--- config.mk ---
export PLATFORM = sky130hd
export DESIGN_NAME = reg_file_flat
export DESIGN_NICKNAME = d
export VERILOG_FILES = /design/src/rtl/rf_pkg.sv /design/src/rtl/reg_file_if.sv /design/src/rtl/rf_scoreboard.sv /design/src/rtl/reg_file.sv /design/src/flat_wrapper.sv
export SDC_FILE = /design/constraint.sdc
export NUM_CORES = 2
export LEC_CHECK = 0
export ABC_AREA = 0
export CORE_MARGIN = 2
export CORE_UTILIZATION = 45
export DETAILED_ROUTE_END_ITERATION = 8
export SLEW_MARGIN = 5
export SYNTH_ARGS = -nofsm -noshare
export SYNTH_HDL_FRONTEND = slang
export SYNTH_HIERARCHICAL = 1
export SYNTH_SLANG_ARGS = --single-unit
--- constraint.sdc ---
create_clock -name clk -period 70.2 [get_ports clk]
set_input_delay 10.53 -clock clk [delete_from_list [all_inputs] [get_ports clk]]
set_output_delay 10.53 -clock clk [all_outputs]
set_load 0.05 [all_outputs]
--- src/rtl/rf_pkg.sv ---
// Shared register-file constants and the architectural register address type
// used by the decode and writeback stages.
package rf_pkg;

  localparam int unsigned DEFAULT_DATA_WIDTH = 32;
  localparam int unsigned DEFAULT_NUM_REG    = 32;
  localparam int unsigned REG_ADDR_W         = $clog2(DEFAULT_NUM_REG);

  typedef logic [REG_ADDR_W-1:0] reg_addr_t;

endpackage

--- src/rtl/reg_file_if.sv ---
// Write, reservation and read-port bundle of the register file.
interface reg_file_if
  import rf_pkg::*;
#(
  parameter int unsigned DATA_WIDTH = DEFAULT_DATA_WIDTH,
  parameter int unsigned NUM_REG    = DEFAULT_NUM_REG,
  parameter int unsigned NUM_READ   = 2
);

  localparam int unsigned ADDR_W = $clog2(NUM_REG);

  logic                         i_write_enable;
  logic [ADDR_W-1:0]            i_write_addr;
  logic [DATA_WIDTH-1:0]        i_write_data;
  logic                         i_reserve_enable;
  logic [ADDR_W-1:0]            i_reserve_addr;
  logic [NUM_READ*ADDR_W-1:0]   i_read_addr;
  logic [NUM_READ*DATA_WIDTH-1:0] o_read_data;
  logic [NUM_READ-1:0]          o_read_busy;
  logic [NUM_REG-1:0]           o_pending;

  modport master (
    output i_write_enable, i_write_addr, i_write_data,
    output i_reserve_enable, i_reserve_addr, i_read_addr,
    input  o_read_data, o_read_busy, o_pending
  );

  modport slave (
    input  i_write_enable, i_write_addr, i_write_data,
    input  i_reserve_enable, i_reserve_addr, i_read_addr,
    output o_read_data, o_read_busy, o_pending
  );

endinterface

--- src/rtl/rf_scoreboard.sv ---
// Pending-producer scoreboard: one bit per register, set by a reservation,
// cleared by a write; a same-cycle reservation beats the clear.
module rf_scoreboard
  import rf_pkg::*;
#(
  parameter int unsigned NUM_REG = DEFAULT_NUM_REG,
  parameter int unsigned ADDR_W  = $clog2(NUM_REG)
) (
  input  logic               clk,
  input  logic               rst,
  input  logic               set_en,
  input  logic [ADDR_W-1:0]  set_addr,
  input  logic               clr_en,
  input  logic [ADDR_W-1:0]  clr_addr,
  output logic [NUM_REG-1:0] pending
);

  logic [NUM_REG-1:0] pending_next;

  // Clear first so a new producer in the same cycle supersedes the retiring one.
  always_comb begin
    pending_next = pending;
    if (clr_en) pending_next[clr_addr] = 1'b0;
    if (set_en) pending_next[set_addr] = 1'b1;
  end

  always_ff @(posedge clk or posedge rst) begin
    if (rst) pending <= '0;
    else     pending <= pending_next;
  end

endmodule

--- src/rtl/reg_file.sv ---
// Multi-read-port register file with same-cycle write forwarding and a
// pending-producer scoreboard reported per read port.
module reg_file
  import rf_pkg::*;
#(
  parameter int unsigned DATA_WIDTH = DEFAULT_DATA_WIDTH,
  parameter int unsigned NUM_REG    = DEFAULT_NUM_REG,
  parameter int unsigned NUM_READ   = 2,
  parameter int unsigned ZERO_REG   = 1,
  parameter int unsigned BYPASS     = 1
) (
  input  logic     clk,
  input  logic     rst,
  reg_file_if.slave bus
);

  localparam int unsigned ADDR_W = $clog2(NUM_REG);

  logic                           write_en;
  logic                           reserve_en;
  logic [ADDR_W-1:0]              port_addr;
  logic                           bypass_hit;
  logic                           reserve_hit;
  logic [NUM_REG-1:0]             pending;
  logic [NUM_READ*DATA_WIDTH-1:0] read_data;
  logic [NUM_READ-1:0]            read_busy;
  logic [DATA_WIDTH-1:0]          regs [NUM_REG];

  // Register 0 is hardwired when ZERO_REG is set: drop its writes and reservations.
  assign write_en   = bus.i_write_enable &
                      ~((ZERO_REG != 0) && (bus.i_write_addr == '0));
  assign reserve_en = bus.i_reserve_enable &
                      ~((ZERO_REG != 0) && (bus.i_reserve_addr == '0));

  always_ff @(posedge clk or posedge rst) begin
    if (rst) begin
      for (int i = 0; i < int'(NUM_REG); i++) regs[i] <= '0;
    end else if (write_en) begin
      regs[bus.i_write_addr] <= bus.i_write_data;
    end
  end

  rf_scoreboard #(
    .NUM_REG (NUM_REG),
    .ADDR_W  (ADDR_W)
  ) u_scoreboard (
    .clk      (clk),
    .rst      (rst),
    .set_en   (reserve_en),
    .set_addr (bus.i_reserve_addr),
    .clr_en   (write_en),
    .clr_addr (bus.i_write_addr),
    .pending  (pending)
  );

  // Read muxes; a forwarded write also resolves busy unless re-reserved this cycle.
  always_comb begin
    read_data   = '0;
    read_busy   = '0;
    port_addr   = '0;
    bypass_hit  = 1'b0;
    reserve_hit = 1'b0;
    for (int p = 0; p < int'(NUM_READ); p++) begin
      port_addr   = bus.i_read_addr[p*ADDR_W +: ADDR_W];
      bypass_hit  = (BYPASS != 0) && write_en && (bus.i_write_addr == port_addr);
      reserve_hit = reserve_en && (bus.i_reserve_addr == port_addr);
      if ((ZERO_REG != 0) && (port_addr == '0))
        read_data[p*DATA_WIDTH +: DATA_WIDTH] = '0;
      else if (bypass_hit)
        read_data[p*DATA_WIDTH +: DATA_WIDTH] = bus.i_write_data;
      else
        read_data[p*DATA_WIDTH +: DATA_WIDTH] = regs[port_addr];
      read_busy[p] = pending[port_addr] & ~(bypass_hit & ~reserve_hit);
    end
  end

  assign bus.o_read_data = read_data;
  assign bus.o_read_busy = read_busy;
  assign bus.o_pending   = pending;

endmodule

--- src/flat_wrapper.sv ---
// flat-port wrapper written by rule: the top's interface ports become plain ports
module reg_file_flat import rf_pkg::*;
#(
  parameter int unsigned DATA_WIDTH = DEFAULT_DATA_WIDTH,
  parameter int unsigned NUM_REG    = DEFAULT_NUM_REG,
  parameter int unsigned NUM_READ   = 2,
  parameter int unsigned ZERO_REG   = 1,
  parameter int unsigned BYPASS     = 1
)
  (clk, rst, bus_i_write_enable, bus_i_write_addr, bus_i_write_data, bus_i_reserve_enable, bus_i_reserve_addr, bus_i_read_addr, bus_o_read_data, bus_o_read_busy, bus_o_pending);
  reg_file_if #(.DATA_WIDTH(DATA_WIDTH), .NUM_REG(NUM_REG), .NUM_READ(NUM_READ)) bus_i ();
  input  logic clk;
  input  logic rst;
  input wire logic [$bits(bus_i.i_write_enable)-1:0] bus_i_write_enable;
  input wire logic [$bits(bus_i.i_write_addr)-1:0] bus_i_write_addr;
  input wire logic [$bits(bus_i.i_write_data)-1:0] bus_i_write_data;
  input wire logic [$bits(bus_i.i_reserve_enable)-1:0] bus_i_reserve_enable;
  input wire logic [$bits(bus_i.i_reserve_addr)-1:0] bus_i_reserve_addr;
  input wire logic [$bits(bus_i.i_read_addr)-1:0] bus_i_read_addr;
  output wire logic [$bits(bus_i.o_read_data)-1:0] bus_o_read_data;
  output wire logic [$bits(bus_i.o_read_busy)-1:0] bus_o_read_busy;
  output wire logic [$bits(bus_i.o_pending)-1:0] bus_o_pending;
  assign bus_i.i_write_enable = bus_i_write_enable;
  assign bus_i.i_write_addr = bus_i_write_addr;
  assign bus_i.i_write_data = bus_i_write_data;
  assign bus_i.i_reserve_enable = bus_i_reserve_enable;
  assign bus_i.i_reserve_addr = bus_i_reserve_addr;
  assign bus_i.i_read_addr = bus_i_read_addr;
  assign bus_o_read_data = bus_i.o_read_data;
  assign bus_o_read_busy = bus_i.o_read_busy;
  assign bus_o_pending = bus_i.o_pending;
  reg_file #(.DATA_WIDTH(DATA_WIDTH), .NUM_REG(NUM_REG), .NUM_READ(NUM_READ), .ZERO_REG(ZERO_REG), .BYPASS(BYPASS)) u_core (.clk(clk), .rst(rst), .bus(bus_i));
endmodule
==> impl_metrics.py <==
metrics = {
    "routing": {
        "first_pass_iters": 5,
        "drc": 0,
        "final_antenna_net_count": 0,
        "routedWlPerCell_um": 35.25,
        "vias_per_cell": 6.776,
        "drt_iter0_drc": 4041,
        "vias": 38470,
        "wl_um": 200100,
    },
    "worst_setup_path": {
        "cp_slowest_cell": "clkdlybuf4s50_1",
        "cp-end-kind": "primary output",
        "crit_path_start_kind": "input port",
        "path_class": "input port to primary output",
        "crit_path_max_incr_delay_ns": 0.93,
        "cp_max_fo": 24,
        "r2r_end": "u_core/regs[107]$_DFFE_PP0P_",
        "critPathBufInv": 3,
        "crit_required_ns": 59.67,
        "worstRegToRegCells": 1,
        "ff2ff_setup_slack_ns": 69.37,
        "crit_top_cell": "clkdlybuf4s50_1",
        "path_cells": "clkdlybuf4s50_1 -> or3_1 -> o31ai_4 -> or4_2 -> buf_4 -> nor2_1 -> nor3_1 -> clkdlybuf4s50_1",
        "path_delay_family": "buffers and inverters",
        "r2r_start": "u_core/regs[107]$_DFFE_PP0P_",
        "cp.arrival_ns": 15.26,
    },
    "job": {
        "cap_violations": 0,
    },
    "grt": {
        "grt-busiest-layer": "met2",
        "overflow": 0,
        "antenna_found_initial": 5,
        "grt_util_all_layers_pct": 30.58,
        "grtUsageMet2_pct": 48.09,
        "grt_pass1_vias": 38770,
        "grtUsageMet1_pct": 41.91,
        "grt_max_degree": 136,
        "met3_usage_pct": 5.769,
        "grt_pass1_wl_um": 289000,
    },
    "synth": {
        "syn_area_per_cell_sq_um": 14.33,
        "synthSimpleGateAreaFrac_pct": 2.736,
        "synth_edf_count": 0,
        "syn_nets": 4053,
        "netlist_instances": 3997,
        "yosys.area_share.adder_pct": 0,
        "synth_ff_type": "dfrtp_1",
        "ys_top_cells_by_count": "dfrtp_1, mux2_2, mux4_2",
        "ys_warn_count": 6,
        "synthTopCellsByArea": "dfrtp_1, mux2_2, mux4_2, mux2i_1, clkbuf_1",
        "async_flop_share_pct": 100.0,
        "synthDistinctLibCells": 65,
        "synth_top_area_cell": "dfrtp_1",
        "synth.most_common_cell": "dfrtp_1",
        "syn_area_sq_um": 57260,
        "synthMuxAreaShare_pct": 40.82,
        "ys_seq_area_share_pct": 46.15,
        "synth_compound_area_share_pct": 5.974,
        "synthDominantCellAreaShare_pct": 46.15,
        "ys_ff_latch": 1056,
        "synth_xor_xnor_area_share_pct": 0.3059,
        "synth_top_family_by_area": "multiplexers",
    },
    "clock_tree": {
        "cts_buffer_depth": 3,
        "numCtsBuffers": 119,
        "cts-root-buf": "clkbuf_16",
        "post_cts_buffers": 0,
        "clk_pin_slew_ns": 0.06,
        "h-tree-depth": 3,
        "post_cts_resized": 0,
        "cts_tree": "yes",
        "clk_latency_ns": 0.71,
        "postCtsHoldBufs": 0,
        "cts_sinks": 1056,
    },
    "sta": {
        "skew_ns": 0,
        "hold_viol_final": 0,
        "rsz0062_at_grt": "false",
        "finalCritPeriodShare_pct": 36.74,
        "finalMaxSlewViolations": 0,
        "setup_violations": 0,
        "fmax_ghz": 0.03878,
        "tightest_slew_ns": 1.292,
        "setup_ws_ns": 44.41,
        "final.setup.tns_ns": 0,
        "max_slew_margin_pct": 13.57,
        "period_needed_ns": 25.79,
        "whs_ns": 0.3917,
    },
    "power_and_ir_drop": {
        "swShare_pct": 29.27,
        "power.share.combinational_pct": 22.7,
        "intPower_w": 0.001320,
        "ir_drop_uv": 20.27,
        "clkPwrFrac_pct": 33.7,
        "seqPwrFrac_pct": 43.6,
        "power-per-cell-area_nw_per_um2": 29.28,
        "p_leak_nw": 27.37,
        "switchingPower_w": 0.0005463,
    },
    "worst_hold_path": {
        "holdPathEnd": "u_core/regs[993]$_DFFE_PP0P_",
        "min_delay_path_depth": 0,
        "hold_start": "u_core/regs[993]$_DFFE_PP0P_",
        "hold_class": "flop to flop",
    },
    "floorplan": {
        "rows": 130,
        "die_x_um": 360.7,
        "core_sq_um": 125900,
        "fp.dieH_um": 360.7,
        "dieArea_sq_um": 130100,
        "io_pins": 154,
        "start_util_pct": 45.48,
    },
    "finish": {
        "nNetsFinal": 3987,
        "layout-drive-gt1-share_pct": 44.85,
        "synthToLayoutAreaGrowth_pct": 11.32,
        "num_antenna_cells": 0,
        "ff_latch_area_sq_um": 26430,
        "multi_input_area_sq_um": 28810,
        "nFillCells": 10800,
    },
    "placed_design": {
        "place_ws_ns": 44.36,
        "routabilityCongestion": 0.8216,
        "portBuffers": 153,
        "dpl.hpwl_um": 107800,
    },
    "outcome": {
        "status": "complete, no violations",
    },
}
[logic make-up (layout without fill, tap and decap cells)]
kind of cell    Yosys count  after routing
flops                  1056           1056
compound gates          456            456
buf+inv                 460            490
simple gates            307            307
xor+xnor                 20             20
mux                    1698           1698
[registers in the layout, summed over array words and instances (netlist names)]
name and cells:
u_core/u_scoreboard/pending 32, u_core/regs 1024
[metal layers]
layer  vias up  wire length, um  part of all wire, %
li1      15380                -                    -
met1     20850            82570                   41
met2      1781            92980                   46
met3       457            15170                  7.6
met4         4             9379                  4.7
met5         -               32                0.016
[metrics by stage]
step	power [W]	cell area [sq um]	util [%]	cells
4_1_cts	0.001870	63740	50.63	5677
3_3_place_gp	0.001231	59820	47.51	5460
3_5_place_dp	0.001241	59820	47.51	5460
6_report	0.001867	63740	50.63	5677
2_1_floorplan	0.001117	57260	-	3997
5_1_grt	0.001940	63740	50.63	5677
[cell type report]
cell class / count / area share (%)
multi-input combinational: 2481 / 45.20
sequential: 1056 / 41.46
clock buffer: 185 / 5.663
timing repair buffer: 266 / 3.892
tap: 1650 / 3.239
clock inverter: 32 / 0.4947
inverter: 7 / 0.05300
[power by group through the flow]
stage	sequential, W	combinational [W]	clock, W
final	0.000814	0.000423	0.000630
after floorplan	0.000809	0.000308	0
after global placement	0.000815	0.000415	0
after global routing	0.000827	0.000448	0.000664
after detailed placement	0.000820	0.000421	0
after CTS	0.000810	0.000422	0.000638
[worst max path at each step]
stage	from	cells past startpoint	slack (ns)	to
2_1_floorplan	rst	1	30.85	u_core/regs[0]$_DFFE_PP0P_
3_3_place_gp	bus_i_read_addr[1]	9	44.41	bus_o_read_data[16]
3_5_place_dp	bus_i_write_addr[2]	8	44.36	bus_o_read_data[16]
4_1_cts	bus_i_write_addr[2]	8	44.36	bus_o_read_data[16]
5_1_grt	bus_i_read_addr[1]	10	44.32	bus_o_read_data[28]
6_report	bus_i_write_addr[3]	8	44.41	bus_o_read_data[16]
[placed cells by master (no fill, tap or decap), drive strengths merged, types with 9 or more instances in the layout]
master and instances:
mux4 405, o221ai 39, and2 9, o31ai 9, nor3 42, inv 10, nand2b 16, xnor2 10
a221oi 24, o21ai 76, nand3b 18, dfrtp 1056, nand3 16, mux2i 245, clkbuf 187, mux2 1048
xor2 10, buf 121, nand2 74, a211oi 41, a22oi 48, o22ai 73, nor4 14, a2111oi 10
clkdlybuf4s50 143, a31oi 11, nor2 73, clkinv 21, a32o 37, a221o 35, a21oi 21
(Power assumes the default switching activity.)
